--- src/rtl/pmac_unit.sv ---
// rtl/pmac_unit.sv - multi-lane multiply-accumulate over a window of beats
// Signed/unsigned lanes, saturating or wrapping accumulator, valid/ready in and out.
module pmac_unit #(
    parameter int DATA_W = 8,
    parameter int LANES  = 4,
    parameter int ACC_W  = 20,
    parameter int CNT_W  = 8
) (
    input  logic                      clk,
    input  logic                      rst,
    input  logic                      start_i,
    input  logic [CNT_W-1:0]          win_len_i,
    input  logic                      signed_mode_i,
    input  logic                      sat_en_i,
    input  logic                      in_valid_i,
    output logic                      in_ready_o,
    input  logic [LANES*DATA_W-1:0]   img_pixels_i,
    input  logic [LANES*DATA_W-1:0]   filter_values_i,
    output logic                      out_valid_o,
    input  logic                      out_ready_i,
    output logic [ACC_W-1:0]          out_o,
    output logic                      overflow_o,
    output logic                      busy_o
);

    localparam int SUM_W = 2 * DATA_W + $clog2(LANES);

    typedef enum logic [1:0] {S_IDLE, S_ACC, S_DRAIN, S_HOLD} state_e;
    typedef logic signed [SUM_W-1:0] sum_t;
    typedef logic signed [ACC_W:0]   ext_t;

    state_e             state_q, state_d;
    logic [CNT_W-1:0]   rem_q, rem_d;
    logic               signed_q, signed_d;
    logic               sat_q, sat_d;
    logic [SUM_W-1:0]   prod_q, prod_d;
    logic               prod_valid_q, prod_valid_d;
    logic [ACC_W-1:0]   acc_q, acc_d;
    logic               ovf_q, ovf_d;

    logic               accept;
    sum_t               lane_sum;
    logic signed [DATA_W:0] a_x, b_x;
    ext_t               prod_ext, acc_ext, acc_sum;
    logic               step_ovf;
    logic [ACC_W-1:0]   sat_val;

    always_ff @(posedge clk) begin
        if (rst) begin
            state_q      <= S_IDLE;
            rem_q        <= '0;
            signed_q     <= 1'b0;
            sat_q        <= 1'b0;
            prod_q       <= '0;
            prod_valid_q <= 1'b0;
            acc_q        <= '0;
            ovf_q        <= 1'b0;
        end else begin
            state_q      <= state_d;
            rem_q        <= rem_d;
            signed_q     <= signed_d;
            sat_q        <= sat_d;
            prod_q       <= prod_d;
            prod_valid_q <= prod_valid_d;
            acc_q        <= acc_d;
            ovf_q        <= ovf_d;
        end
    end

    always_comb begin
        state_d = state_q;
        case (state_q)
            S_IDLE:  if (start_i && (win_len_i != '0)) state_d = S_ACC;
            S_ACC:   if (accept && (rem_q == CNT_W'(1))) state_d = S_DRAIN;
            S_DRAIN: state_d = S_HOLD;
            S_HOLD:  if (out_ready_i) state_d = S_IDLE;
            default: state_d = S_IDLE;
        endcase
    end

    always_comb begin
        in_ready_o  = (state_q == S_ACC);
        out_valid_o = (state_q == S_HOLD);
        busy_o      = (state_q != S_IDLE);
        out_o       = acc_q;
        overflow_o  = ovf_q;
    end

    assign accept = in_valid_i && in_ready_o;

    // Modular arithmetic in SUM_W bits is exact: the true lane sum always fits.
    always_comb begin
        lane_sum = '0;
        a_x      = '0;
        b_x      = '0;
        for (int i = 0; i < LANES; i++) begin
            a_x = {signed_q & img_pixels_i[i*DATA_W + DATA_W-1], img_pixels_i[i*DATA_W +: DATA_W]};
            b_x = {signed_q & filter_values_i[i*DATA_W + DATA_W-1], filter_values_i[i*DATA_W +: DATA_W]};
            lane_sum = lane_sum + sum_t'(a_x) * sum_t'(b_x);
        end
    end

    always_comb begin
        prod_ext = signed_q ? ext_t'($signed(prod_q)) : ext_t'({1'b0, prod_q});
        acc_ext  = signed_q ? ext_t'($signed(acc_q))  : ext_t'({1'b0, acc_q});
        acc_sum  = acc_ext + prod_ext;
        step_ovf = signed_q ? (acc_sum[ACC_W] ^ acc_sum[ACC_W-1]) : acc_sum[ACC_W];
        if (!signed_q)
            sat_val = '1;
        else if (acc_sum[ACC_W])
            sat_val = {1'b1, {(ACC_W-1){1'b0}}};
        else
            sat_val = {1'b0, {(ACC_W-1){1'b1}}};
    end

    always_comb begin
        rem_d        = rem_q;
        signed_d     = signed_q;
        sat_d        = sat_q;
        prod_d       = prod_q;
        prod_valid_d = 1'b0;
        acc_d        = acc_q;
        ovf_d        = ovf_q;
        if (state_q == S_IDLE && start_i && (win_len_i != '0)) begin
            rem_d    = win_len_i;
            signed_d = signed_mode_i;
            sat_d    = sat_en_i;
            acc_d    = '0;
            ovf_d    = 1'b0;
        end
        if (accept) begin
            prod_d       = lane_sum;
            prod_valid_d = 1'b1;
            rem_d        = rem_q - CNT_W'(1);
        end
        if (prod_valid_q) begin
            acc_d = (step_ovf && sat_q) ? sat_val : acc_sum[ACC_W-1:0];
            ovf_d = ovf_q | step_ovf;
        end
    end

endmodule

--- config.mk ---
export PLATFORM = sky130hd
export DESIGN_NAME = pmac_unit
export DESIGN_NICKNAME = d
export VERILOG_FILES = /design/src/rtl/pmac_unit.sv
export SDC_FILE = /design/constraint.sdc
export NUM_CORES = 1
export LEC_CHECK = 0
export CAP_MARGIN = 20
export CORE_ASPECT_RATIO = 0.75
export CORE_UTILIZATION = 45
export DETAILED_ROUTE_END_ITERATION = 8
export SYNTH_ARGS = -nofsm -noshare
export SYNTH_HDL_FRONTEND = slang
export SYNTH_SLANG_ARGS = --single-unit
--- constraint.sdc ---
create_clock -name clk -period 14.1 [get_ports clk]
set_clock_uncertainty 0.15 [all_clocks]
set_input_delay 1.41 -clock clk [delete_from_list [all_inputs] [get_ports clk]]
set_output_delay 1.41 -clock clk [all_outputs]
set_load 0.01 [all_outputs]
# Word level (Yosys, flattened, before mapping)
# Index checks and enable logic that the tools add are counted.
# word_totals
output_inout_bits	24
regBits	52
# classes
n_bitwise	10
n_reduce_logical	12
n_mux	17
n_mul	4
add_sub_neg	5
eq_ne	7
# op_table
op	count
20-bit two-way mux	5
9-bit by 9-bit multiplier with 18-bit output	4
18-bit adder	3
21-bit two-way mux	2
21-bit adder	1
8-bit two-way mux	2
1-bit bitwise AND	8
8-bit by 1-bit == test with 1-bit output, second input constant	1
2-bit case mux with 4 select lines	1
8-bit nonzero test	1
8-bit by 1-bit subtractor with 8-bit output, second input constant	1
1-bit logical AND	6
2-bit two-way mux	3
2-bit nonzero test	3
2-bit == test, second input constant	2
1-bit two-way mux	4
2-bit by 1-bit inequality test with 1-bit output, second input constant	2
3-bit AND reduction	1
2-bit by 1-bit == test with 1-bit output, second input constant	1
2-bit logical NOT	1
2-bit inequality test, second input constant	1
1-bit bitwise OR	1
1-bit XOR	1

# Longest topological paths before layout
# Gate-level depths: netlist (run 1).
# logic_depth
ltp_word	7
mapped_depth	28
ltp_nobuf	26

# Worst setup path after synthesis (run 1)
# Ideal clock, no wire load.
# synth_timing
path_type	in2reg
start	in filter_values_i[7]
end	reg prod_q[16]
path_buffers	1
setup_ps	58
slack_ps	5926
arrival_ps	7966
stages	25
cell_sequence	clkbuf_1 > nand2_1 > or2_2 > fa_1 > inv_1 > fa_1 > inv_1 > fa_1 > inv_1 > fa_1 > inv_1 > fa_1 > inv_1 > fa_1 > fa_1 > inv_1 > fa_1 > inv_1 > ha_1 > a2111oi_0 > nor3_1 > o31ai_1 > o21ai_0 > nor4b_1 > a211o_1
# synth_between
elab_chain_cells	5
# synth_lines
element	line	rtl
from (decl)	18	input logic [LANES*DATA_W-1:0] filter_values_i,
1-bit bitwise AND	98	b_x = {signed_q & filter_values_i[i*DATA_W + DATA_W-1], filter_values_i[i*DATA_W +: DATA_W]};
9-bit by 9-bit multiplier with 18-bit output (*)	99	lane_sum = lane_sum + sum_t'(a_x) * sum_t'(b_x);
18-bit adder (*) (3 in series)	99	
to (signal assigned)	63	prod_q <= prod_d;
to (decl)	36	logic [SUM_W-1:0] prod_q, prod_d;
# Mark *: on every way between the ends. The rest lies on a longest branch, timed or not.
# A chain may end at the register's enable or synchronous reset.

# Worst setup path in the final report (run 1)
# Ends and elaborated chain as after synthesis.

==> results of run 1 <==
-- layout by cell type, fill, tap and decap left out, drive strengths merged, types with 11 or more instances in the layout --
cell	Yosys	layout
xnor2	53	53
inv	423	423
o21ai	20	20
nor3	16	16
dfxtp	52	52
clkdlybuf4s50	0	102
xor2	12	12
a21o	12	12
nand2	205	205
a221o	19	19
fa	366	366
nand3	12	12
a21oi	48	48
or2	22	22
and2	130	130
nor2	36	36
and3	11	11
ha	122	122
-- cell usage after synthesis (2+ instances only) --
library cell and number:
a31oi_1 5, nor3b_1 3, o211ai_1 5, nor2b_1 3, nand3_1 12, nor3_1 15, a221o_2 9, a311oi_1 2
and3_1 10, a21oi_2 2, and2_1 129, or3_1 4, xnor2_1 53, a211oi_1 7, a21oi_1 46, inv_1 423
xor2_1 12, nand3b_1 3, or2_2 22, o21bai_1 4, a22oi_1 3, o31ai_1 3, nand2b_1 3, mux2i_1 3
nor2_1 36, nand2_1 205, nor4_1 5, o31a_1 2, a221o_1 10, o21ai_0 15, a211o_1 3, nand4_1 2
o21ai_1 5, ha_1 122, a21o_1 11, dfxtp_1 52, clkbuf_1 49, fa_1 366, buf_6 3
-- flip-flops by register name, summed over array words and instances (netlist names) --
name	cells
state_q	2
overflow_o	1
sat_q	1
signed_q	1
rem_q	8
prod_valid_q	1
prod_q	18
out_o	20
-- layer usage --
layer	wire [µm]	track usage, %
met5	0	0
met4	263	2.465
met3	1880	2.663
met2	15720	31.96
met1	17120	33.56
-- cell families after synthesis --
| group | share of synthesized area, % |
|---|---|
| flip-flops | 6.662 |
| adder cells (fa/ha/maj) | 56.66 |
| AO/OA/AOI/OAI | 6.719 |
| multiplexers | 0.1922 |
| AND/OR/NAND/NOR | 14.51 |
| XOR/XNOR | 3.644 |
| buffers and inverters | 11.61 |
-- stage by stage --
| stage | instances | cell area [µm²] | worst slack [ns] | util [%] | hold WS [ns] |
|---|---|---|---|---|---|
| floorplan | 1690 | 15630 | 5.926 | - | 0.2856 |
| global placement | 2192 | 17020 | 4.928 | 50.32 | 0.2976 |
| detailed placement | 2192 | 17020 | 4.803 | 50.32 | 0.3034 |
| CTS | 2200 | 17160 | 5.091 | 50.75 | 0.3130 |
| global route | 2200 | 17160 | 4.610 | 50.75 | 0.3318 |
| finish | 2200 | 17160 | 5.044 | 50.75 | 0.3098 |
-- worst paths after layout --
check                          start          to  slack [ns]  depth (start not counted)
setup / recovery  filter_values_i[7]  prod_q[16]        5.04                         25
hold / removal            prod_q[11]  prod_q[11]        0.31                          2
setup reg to reg            signed_q  prod_q[16]        6.17                         22
hold reg to reg           prod_q[11]  prod_q[11]        0.31                          2
-- layout make-up --
cell class                      instances  share of cell area (%)
Clock buffer                            5                  0.7291
Sequential cell                        52                   6.066
Clock inverter                          3                  0.1094
Inverter                              423                   9.252
Timing Repair Buffer                  106                   6.124
Multi-Input combinational cell       1161                   74.44
Tap cell                              450                   3.281
-- worst max-delay path, stage by stage --
cell and delay, ns:
clkdlybuf4s50_1 0.73, nand2_1 0.33, or2_2 0.39, fa_1 0.49, inv_1 0.05, fa_1 0.47
inv_1 0.05, fa_1 0.47, inv_1 0.05, fa_1 0.52, inv_1 0.05, fa_1 0.49
inv_1 0.05, fa_1 0.48, fa_1 0.49, inv_1 0.05, fa_1 0.50, inv_1 0.05
ha_1 0.22, a2111oi_0 0.55, nor3_1 0.19, o31ai_1 0.41, o21ai_0 0.20, nor4b_1 0.30
a211o_1 0.15
==> metrics.md, run 1 <==
| Metric | Value |
|---|---|
| P&R area growth vs syn | `9.834%` |
| Total grt overflow | `0` |
| Largest net degree at the start of global routing | `38` |
| Max-Slew Margin vs Limit | `between 30% and 40%` |
| CTS Buf Count | `5` |
| Initial Util | `approximately 46%` |
| CP max FO | `10` |
| Post-DP HPWL | `31.92 mm` |
| Clock latency on the worst-skew pair | `roughly 0.30 ns` |
| Post-synth EDFFs | `0` |
| Yosys top cell area share | `between 40% and 50%` |
| RSZ-0062 raised after global routing | `false` |
| Clock transition at path regs | `~0.070 ns` |
| Avg Vias per Cell | `~5.0` |
| Via count | `between 10,000 and 15,000` |
| DR WL/cell | `between 15 and 20 µm` |
| Crit path required time | `roughly 14 ns` |
| Critical path launch point type | `primary input` |
| Worst-margin pin slew | `slightly above 0.9 ns` |
| FILL cells | `around 3,200` |
| # DRC | `0` |
| TNS Setup | `0 ns` |
| Syn. warnings | `0` |
| Synthesized flop and latch total | `between 50 and 60` |
| Critical path class | `primary input to flip-flop` |
| CTS tree | `done` |
| Die ar. | `between 30,000 and 40,000 µm²` |
| Root Driver | `clkbuf_16` |
| Final Max Slew Viols | `0` |
| Number of global-route vias before repair | `roughly 11,000` |
| Die width | `~220 µm` |
| Synthesized area | `around 16,000 µm²` |
| Share of cells above drive strength 1 | `3.200%` |
| Biggest area consumer among synthesized cells | `fa_1` |
| Synthesized instance count | `about 1,700` |
| Sink Count | `52` |
| Resized Gates After CTS | `0` |
| FFs w/ async S/R, synth | `0%` |
| Fmax | `roughly 110 MHz` |
| Hold buffers post-CTS | `0` |
| Worst hold path type | `flip-flop to flip-flop` |
| Avg Cell Area, Syn | `9.246 µm²` |
| Status | `completed` |
| CP endpoint kind | `flip-flop` |
| Register area | `roughly 1000 µm²` |
| Boundary Pins | `103` |
| Routability cong. | `roughly 0.86` |
| ANT nets after route | `0` |
| Hold Violations, Final | `0` |
| Final Critical Period | `a little over 9 ns` |
| Crit path arrival time | `~9.2 ns` |
| Multi-input logic area | `between 10,000 and 15,000 µm²` |
| Die H | `163.4 µm` |
| IO Port Bufs | `102` |
| Initial antenna violation count | `0` |
| Post-CTS Setup Repair Bufs | `0` |
| Setup Viol. Count Final | `0` |
| Global-route wire length before repair | `roughly 59 mm` |
| DRT Pass-1 Iters | `5` |
| WL final | `about 35 mm` |
| Register area share after synthesis | `between 6 and 7%` |
| Final Cycle Share | `around 64%` |
| Max-Cap Viols | `0` |
| Main flop type after synthesis | `dfxtp_1` |
| Mapped Nets | `2,257` |
| Initial DRC count | `between 600 and 700` |
| Core Box Area | `approximately 34,000 µm²` |
| Inserted Diodes | `0` |
| CTS H-Tree Depth | `2` |
| CTS Buffer Depth | `2` |
| Gr usage total | `a little over a fifth` |
| Top post-synthesis cells by area | `fa_1 (47%), inv_1 (10%), ha_1 (9.8%)` |
| Unique masters post-synth | `62` |
| # rows | `a little under 60` |
| Final nets | `around 2,300` |
Power of run 1 is left out: the tool's default activity adds up to more than one toggle a clock period on the data nets, which glitch-free logic cannot reach.
==> run 2: changes to the inputs <==
--- a/config.mk
+++ b/config.mk
@@ -9,6 +9,7 @@
 export CORE_ASPECT_RATIO = 0.75
 export CORE_UTILIZATION = 45
 export DETAILED_ROUTE_END_ITERATION = 8
+export PLACE_DENSITY = 0.66
 export SYNTH_ARGS = -nofsm -noshare
 export SYNTH_HDL_FRONTEND = slang
 export SYNTH_SLANG_ARGS = --single-unit
==> constraint.sdc (replaced) <==
create_clock -name clk -period 8.05 [get_ports clk]
set_clock_uncertainty 0.15 [all_clocks]
set_input_delay 0.805 -clock clk [delete_from_list [all_inputs] [get_ports clk]]
set_output_delay 0.805 -clock clk [all_outputs]
set_load 0.01 [all_outputs]
==> run 2 against run 1 <==
Routed wire length grew 1.2%. Sequential cell count is the same. Register-to-register slack lost 5.6 ns. Clock-buffer cell count grew 1. Final cell count grew 3.1%. Critical path depth shrank 2. Worst setup slack lost 4.7 ns. Hold slack lost 0.0011 ns. Non-clock buffer count grew 69. Die area is the same. Critical endpoint unchanged. Largest cell class unchanged.
==> metrics.md, run 2 (synthesized netlist as in run 1, its figures left out) <==
| Metric | Value |
|---|---|
| Status | `completed` |
| IO Port Bufs | `102 (unchanged)` |
| Initial DRC count | `593 (-2.9%)` |
| Root Driver | `clkbuf_16` |
| CTS tree | `done` |
| ANT nets after route | `0 (unchanged)` |
| Critical path launch point type | `primary input` |
| P&R area growth vs syn | `13.32%` |
| Hold buffers post-CTS | `0 (unchanged)` |
| Max reg flops | `20 (unchanged)` |
| DR WL/cell | `15.60 µm (-1.9%)` |
| Crit path arrival time | `7.76 ns (-1.39 ns)` |
| RSZ-0062 raised after global routing | `false` |
| WL final | `35.39 mm (+1.2%)` |
| Total grt overflow | `0 (unchanged)` |
| Final Max Slew Viols | `0 (unchanged)` |
| Die width | `217.2 µm (unchanged)` |
| Post-DP HPWL | `32.52 mm (+1.9%)` |
| Number of global-route vias before repair | `11,830 (+3.3%)` |
| CP endpoint kind | `flip-flop` |
| Final nets | `2,385 (+3.0%)` |
| DRT Pass-1 Iters | `5 (unchanged)` |
| Avg Vias per Cell | `4.980 (-0.11%)` |
| Global-route wire length before repair | `60.89 mm (+2.5%)` |
| Clock latency on the worst-skew pair | `0.30 ns (about the same)` |
| Setup Viol. Count Final | `0 (unchanged)` |
| CTS Buf Count | `5 (unchanged)` |
| Crit path required time | `8.09 ns (-6.11 ns)` |
| Critical path class | `primary input to flip-flop` |
| Die ar. | `35,480 µm² (unchanged)` |
| Resized Gates After CTS | `0 (unchanged)` |
| Final Cycle Share | `about 96%` |
| Max-Cap Viols | `0 (unchanged)` |
| Gr usage total | `21.69% (+0.37 points)` |
| Most common cell after layout, fill and taps aside | `inv_1` |
| CTS Buffer Depth | `2 (unchanged)` |
| Inserted Diodes | `0 (unchanged)` |
| Largest net degree at the start of global routing | `38 (unchanged)` |
| CTS H-Tree Depth | `2 (unchanged)` |
| # rows | `58 (unchanged)` |
| Initial Util | `46.20% (unchanged)` |
| Post-CTS Setup Repair Bufs | `0 (unchanged)` |
| Routability cong. | `0.9282 (+7.5%)` |
| Worst hold path type | `flip-flop to flip-flop` |
| # DRC | `0 (unchanged)` |
| TNS Setup | `0 ns (unchanged)` |
| Initial antenna violation count | `0 (unchanged)` |
| Share of cells above drive strength 1 | `6.817% (+3.6 points)` |
| Die H | `163.4 µm (unchanged)` |
| Most frequent cells in the layout | `inv_1 (423), fa_1 (366), nand2_1 (205)` |
| CP max FO | `9 (-1)` |
| Fmax | `129.4 MHz` |
| Worst-margin pin slew | `0.8931 ns (-0.02856 ns)` |
| Hold Violations, Final | `0 (unchanged)` |
| Core Box Area | `33,820 µm² (unchanged)` |
| Clock transition at path regs | `0.07 ns (about the same)` |
| Final Critical Period | `between 7 and 8 ns` |
| Max-Slew Margin vs Limit | `40.32% (+1.8 points)` |
| Sink Count | `52 (unchanged)` |
| Boundary Pins | `103 (unchanged)` |
| Via count | `11,300 (+3.0%)` |
| FILL cells | `3,173 (-1.1%)` |
run 2: cell types whose count changed in the layout (fill, tap and decap cells not counted), sizes merged:
cell	previous run	this run
clkbuf	5	6
clkinvlp	0	1
clkinv	3	1
buf	4	73
run 2: critical path, stage by stage:
cell,delay [ns]
clkdlybuf4s50_1,0.73
nand2_1,0.17
buf_4,0.19
fa_1,0.57
inv_1,0.13
fa_1,0.52
inv_1,0.05
fa_1,0.47
fa_1,0.50
inv_1,0.05
fa_1,0.49
inv_1,0.05
fa_1,0.56
fa_1,0.43
fa_1,0.51
inv_1,0.05
ha_1,0.38
nand3_1,0.10
nor3_1,0.25
o31ai_1,0.13
o21ai_0,0.25
nor4b_1,0.08
a211o_1,0.29
run 2: metrics by stage:
stage | cell area (µm²) | utilization [%] | hold WS, ns | std cells | setup slack [ns]
global placement | 17560 | 51.93 | 0.2994 | 2261 | 0.09478
global route | 17710 | 52.36 | 0.3331 | 2269 | 0.007926
detailed placement | 17560 | 51.93 | 0.3018 | 2261 | 0.04891
floorplan | 15630 | - | 0.2856 | 1690 | 0.4809
finish | 17710 | 52.36 | 0.3088 | 2269 | 0.3245
CTS | 17710 | 52.36 | 0.3119 | 2269 | 0.3385
run 2: final timing paths:
path	start	end	slack, ns	depth (start not counted)
setup / recovery	filter_values_i[24]	prod_q[16]	0.32	23
hold / removal	prod_q[12]	prod_q[12]	0.31	2
setup reg to reg	signed_q	prod_q[17]	0.58	25
hold reg to reg	prod_q[12]	prod_q[12]	0.31	2
run 2: final cells by class:
| class | count | area, µm² | share of cell area (%) |
|---|---|---|---|
| Clock buffer | 6 | 128.9 | 0.7278 |
| Clock inverter | 2 | 16.27 | 0.09186 |
| Inverter | 423 | 1588 | 8.967 |
| Multi-Input combinational cell | 1161 | 12780 | 72.15 |
| Sequential cell | 52 | 1041 | 5.879 |
| Tap cell | 450 | 563.0 | 3.180 |
| Timing Repair Buffer | 175 | 1594 | 9.002 |
run 2: metal layers:
metal,vias to the layer above,routed length (µm),GRT usage (%)
li1,5290,-,-
met1,5720,17400,34.34
met2,272,15700,32.81
met3,17,2065,2.439
met4,0,221,1.985
met5,-,0,0
Power of run 2 is left out for the same reason.
==> run 3: changes to the inputs <==
--- a/config.mk
+++ b/config.mk
@@ -5,8 +5,7 @@
 export SDC_FILE = /design/constraint.sdc
 export NUM_CORES = 1
 export LEC_CHECK = 0
-export CAP_MARGIN = 20
-export CORE_ASPECT_RATIO = 0.75
+export CORE_ASPECT_RATIO = 0.9
 export CORE_UTILIZATION = 45
 export DETAILED_ROUTE_END_ITERATION = 8
 export PLACE_DENSITY = 0.66
==> run 3 against run 2 <==
Hold slack improved by 0.0076 ns. Routed wire length rose by 2.7%. Sequential cell count is the same. Critical path depth decreased by 1. Final area fell by 0.83%. Global-route usage rose by 0.33 points. Highest routed layer unchanged. Register-to-register slack improved by 0.05 ns. Critical path type unchanged. Die area is essentially flat. Core utilization decreased by 0.89 points. Via count is 0.51% higher. Sequential share of layout area increased by 0.057 points. Critical endpoint unchanged.
==> metrics.md, run 3 (synthesized netlist as in run 1, its figures left out) <==
| Metric | Value |
|---|---|
| Die width | `198.4 µm (-8.6%)` |
| Status | `completed` |
| Post-DP HPWL | `32.97 mm (+1.4%)` |
| Final Max Slew Viols | `0 (unchanged)` |
| CP dominant cell by count | `fa_1` |
| Crit path required time | `8.15 ns (+0.06 ns)` |
| Boundary Pins | `103 (unchanged)` |
| Via count | `11,360 (+0.51%)` |
| Total grt overflow | `0 (unchanged)` |
| Critical path class | `primary input to flip-flop` |
| Inserted Diodes | `0 (unchanged)` |
| Gr usage total | `22.02% (+0.33 points)` |
| Routability cong. | `0.8963 (-3.4%)` |
| DRT Pass-1 Iters | `5 (unchanged)` |
| CTS Buffer Depth | `2 (unchanged)` |
| Avg Vias per Cell | `5.025 (+0.91%)` |
| Largest net degree at the start of global routing | `38 (unchanged)` |
| Setup Viol. Count Final | `0 (unchanged)` |
| CP delay by family, top | `adder cells` |
| Most frequent cells in the layout | `inv_1 (423), fa_1 (366), nand2_1 (205)` |
| Final nets | `2,364 (-0.88%)` |
| Initial DRC count | `701 (+18%)` |
| CTS Buf Count | `5 (unchanged)` |
| Number of global-route vias before repair | `11,830 (+0.0085%)` |
| Die H | `178.8 µm (+9.4%)` |
| P&R area growth vs syn | `12.38%` |
| Clock transition at path regs | `0.08 ns (about the same)` |
| Hold buffers post-CTS | `0 (unchanged)` |
| Sink Count | `52 (unchanged)` |
| # DRC | `0 (unchanged)` |
| Slowest stage delay, CP | `0.63 ns (-0.10 ns)` |
| IO Port Bufs | `102 (unchanged)` |
| Post-route cell area | `17,560 µm² (-0.83%)` |
| Crit path arrival time | `7.83 ns (+0.07 ns)` |
| Share of cells above drive strength 1 | `5.840% (-0.98 points)` |
| Worst-margin pin slew | `0.9386 ns (+0.04550 ns)` |
| # rows | `64 (+10%)` |
| Max reg flops | `20 (unchanged)` |
| Fmax | `129.2 MHz (-0.15%)` |
| Max-Cap Viols | `0 (unchanged)` |
| Global-route wire length before repair | `60.55 mm (-0.56%)` |
| Core Box Area | `34,110 µm² (+0.87%)` |
| Root Driver | `clkbuf_16` |
| CP Cell Sequence | `clkdlybuf4s50_1, and2_1, fa_1, fa_1, inv_1, fa_1, inv_1, fa_1, fa_1, fa_1, fa_1, inv_1, fa_1, inv_1, ha_1, a2111oi_0, buf_4, nor3_1, o31ai_1, o21ai_0, nor4b_1, a211o_1` |
| CP max FO | `9 (unchanged)` |
| Final Critical Period | `7.737 ns (+0.01177 ns)` |
| Max-Slew Margin vs Limit | `37.43% (-2.9 points)` |
| Critical path launch point type | `primary input` |
| WL final | `36.36 mm (+2.7%)` |
| Final Cycle Share | `96.11% (+0.15 points)` |
| Hold Violations, Final | `0 (unchanged)` |
| RSZ-0062 raised after global routing | `false` |
| Most common cell after layout, fill and taps aside | `inv_1` |
| Area after DPL | `17,390 µm² (-0.95%)` |
| Initial Util | `45.80% (-0.40 points)` |
| Die ar. | `35,470 µm² (about the same)` |
| DR WL/cell | `16.09 µm (+3.2%)` |
| ANT nets after route | `0 (unchanged)` |
| Clock latency on the worst-skew pair | `0.30 ns (about the same)` |
| Initial antenna violation count | `0 (unchanged)` |
| CTS H-Tree Depth | `2 (unchanged)` |
| Slowest CP cell | `clkdlybuf4s50_1` |
| Bufs and invs on worst path | `6 (-1)` |
| CP endpoint kind | `flip-flop` |
| Worst hold path type | `flip-flop to flip-flop` |
| CTS tree | `done` |
| Post-CTS Setup Repair Bufs | `0 (unchanged)` |
run 3: changes by cell type in the layout (fill, tap and decap cells not counted), sizes merged:
cell / change
buf: -21
clkdlybuf4s50: -5
dlymetal6s2s: +5
clkinvlp: -1
inv: +1
run 3: worst paths after layout:
check                        start          to  slack [ns]  depth (start not counted)
hold / removal           prod_q[6]   prod_q[6]        0.32                          2
setup reg to reg          signed_q  prod_q[16]        0.63                         25
hold reg to reg          prod_q[6]   prod_q[6]        0.32                          2
setup / recovery  img_pixels_i[29]  prod_q[16]        0.31                         22
run 3: area by class of cell:
cell class / count / area, µm²
Clock inverter: 2 / 13.76
Fill cell: 3234 / 16550
Inverter: 423 / 1588
Timing Repair Buffer: 154 / 1424
Sequential cell: 52 / 1042
Clock buffer: 6 / 138.9
Multi-Input combinational cell: 1161 / 12770
Tap cell: 462 / 578.1
run 3: what timing repair did:
item                                    in CTS  in global routing
resized for setup                            0                  6
endpoints found under the setup margin       0                  2
endpoints found under the hold margin        0                  0
run 3: per-layer routing:
metal | share of wire, % | up-vias | GRT usage (%)
li1 | - | 5266 | -
met2 | 48 | 306 | 36.21
met1 | 44 | 5753 | 31.70
met5 | 0 | - | 0
met3 | 6.3 | 32 | 2.540
met4 | 1.5 | 0 | 3.814
run 3: stage by stage:
stage | setup slack [ns] | setup TNS [ns] | util (%) | hold slack (ns) | std cells
after floorplan | 0.4809 | 0 | - | 0.2856 | 1690
after global placement | 0.1190 | 0 | 50.99 | 0.3007 | 2252
after detailed placement | -0.008131 | -0.008131 | 50.99 | 0.3076 | 2252
after CTS | 0.2900 | 0 | 51.43 | 0.3183 | 2260
after global routing | 0.002761 | 0 | 51.47 | 0.3444 | 2260
final | 0.3127 | 0 | 51.47 | 0.3164 | 2260
run 3: tightest hold or removal path, delay by kind of cell, from the launching register on:
| family | cells | cell delay (ns) |
|---|---|---|
| AO/OA/AOI/OAI | 1 | 0.05 |
| flip-flops | 1 | 0.32 |
| AND/OR/NAND/NOR | 1 | 0.05 |
Power of run 3 is left out for the same reason.
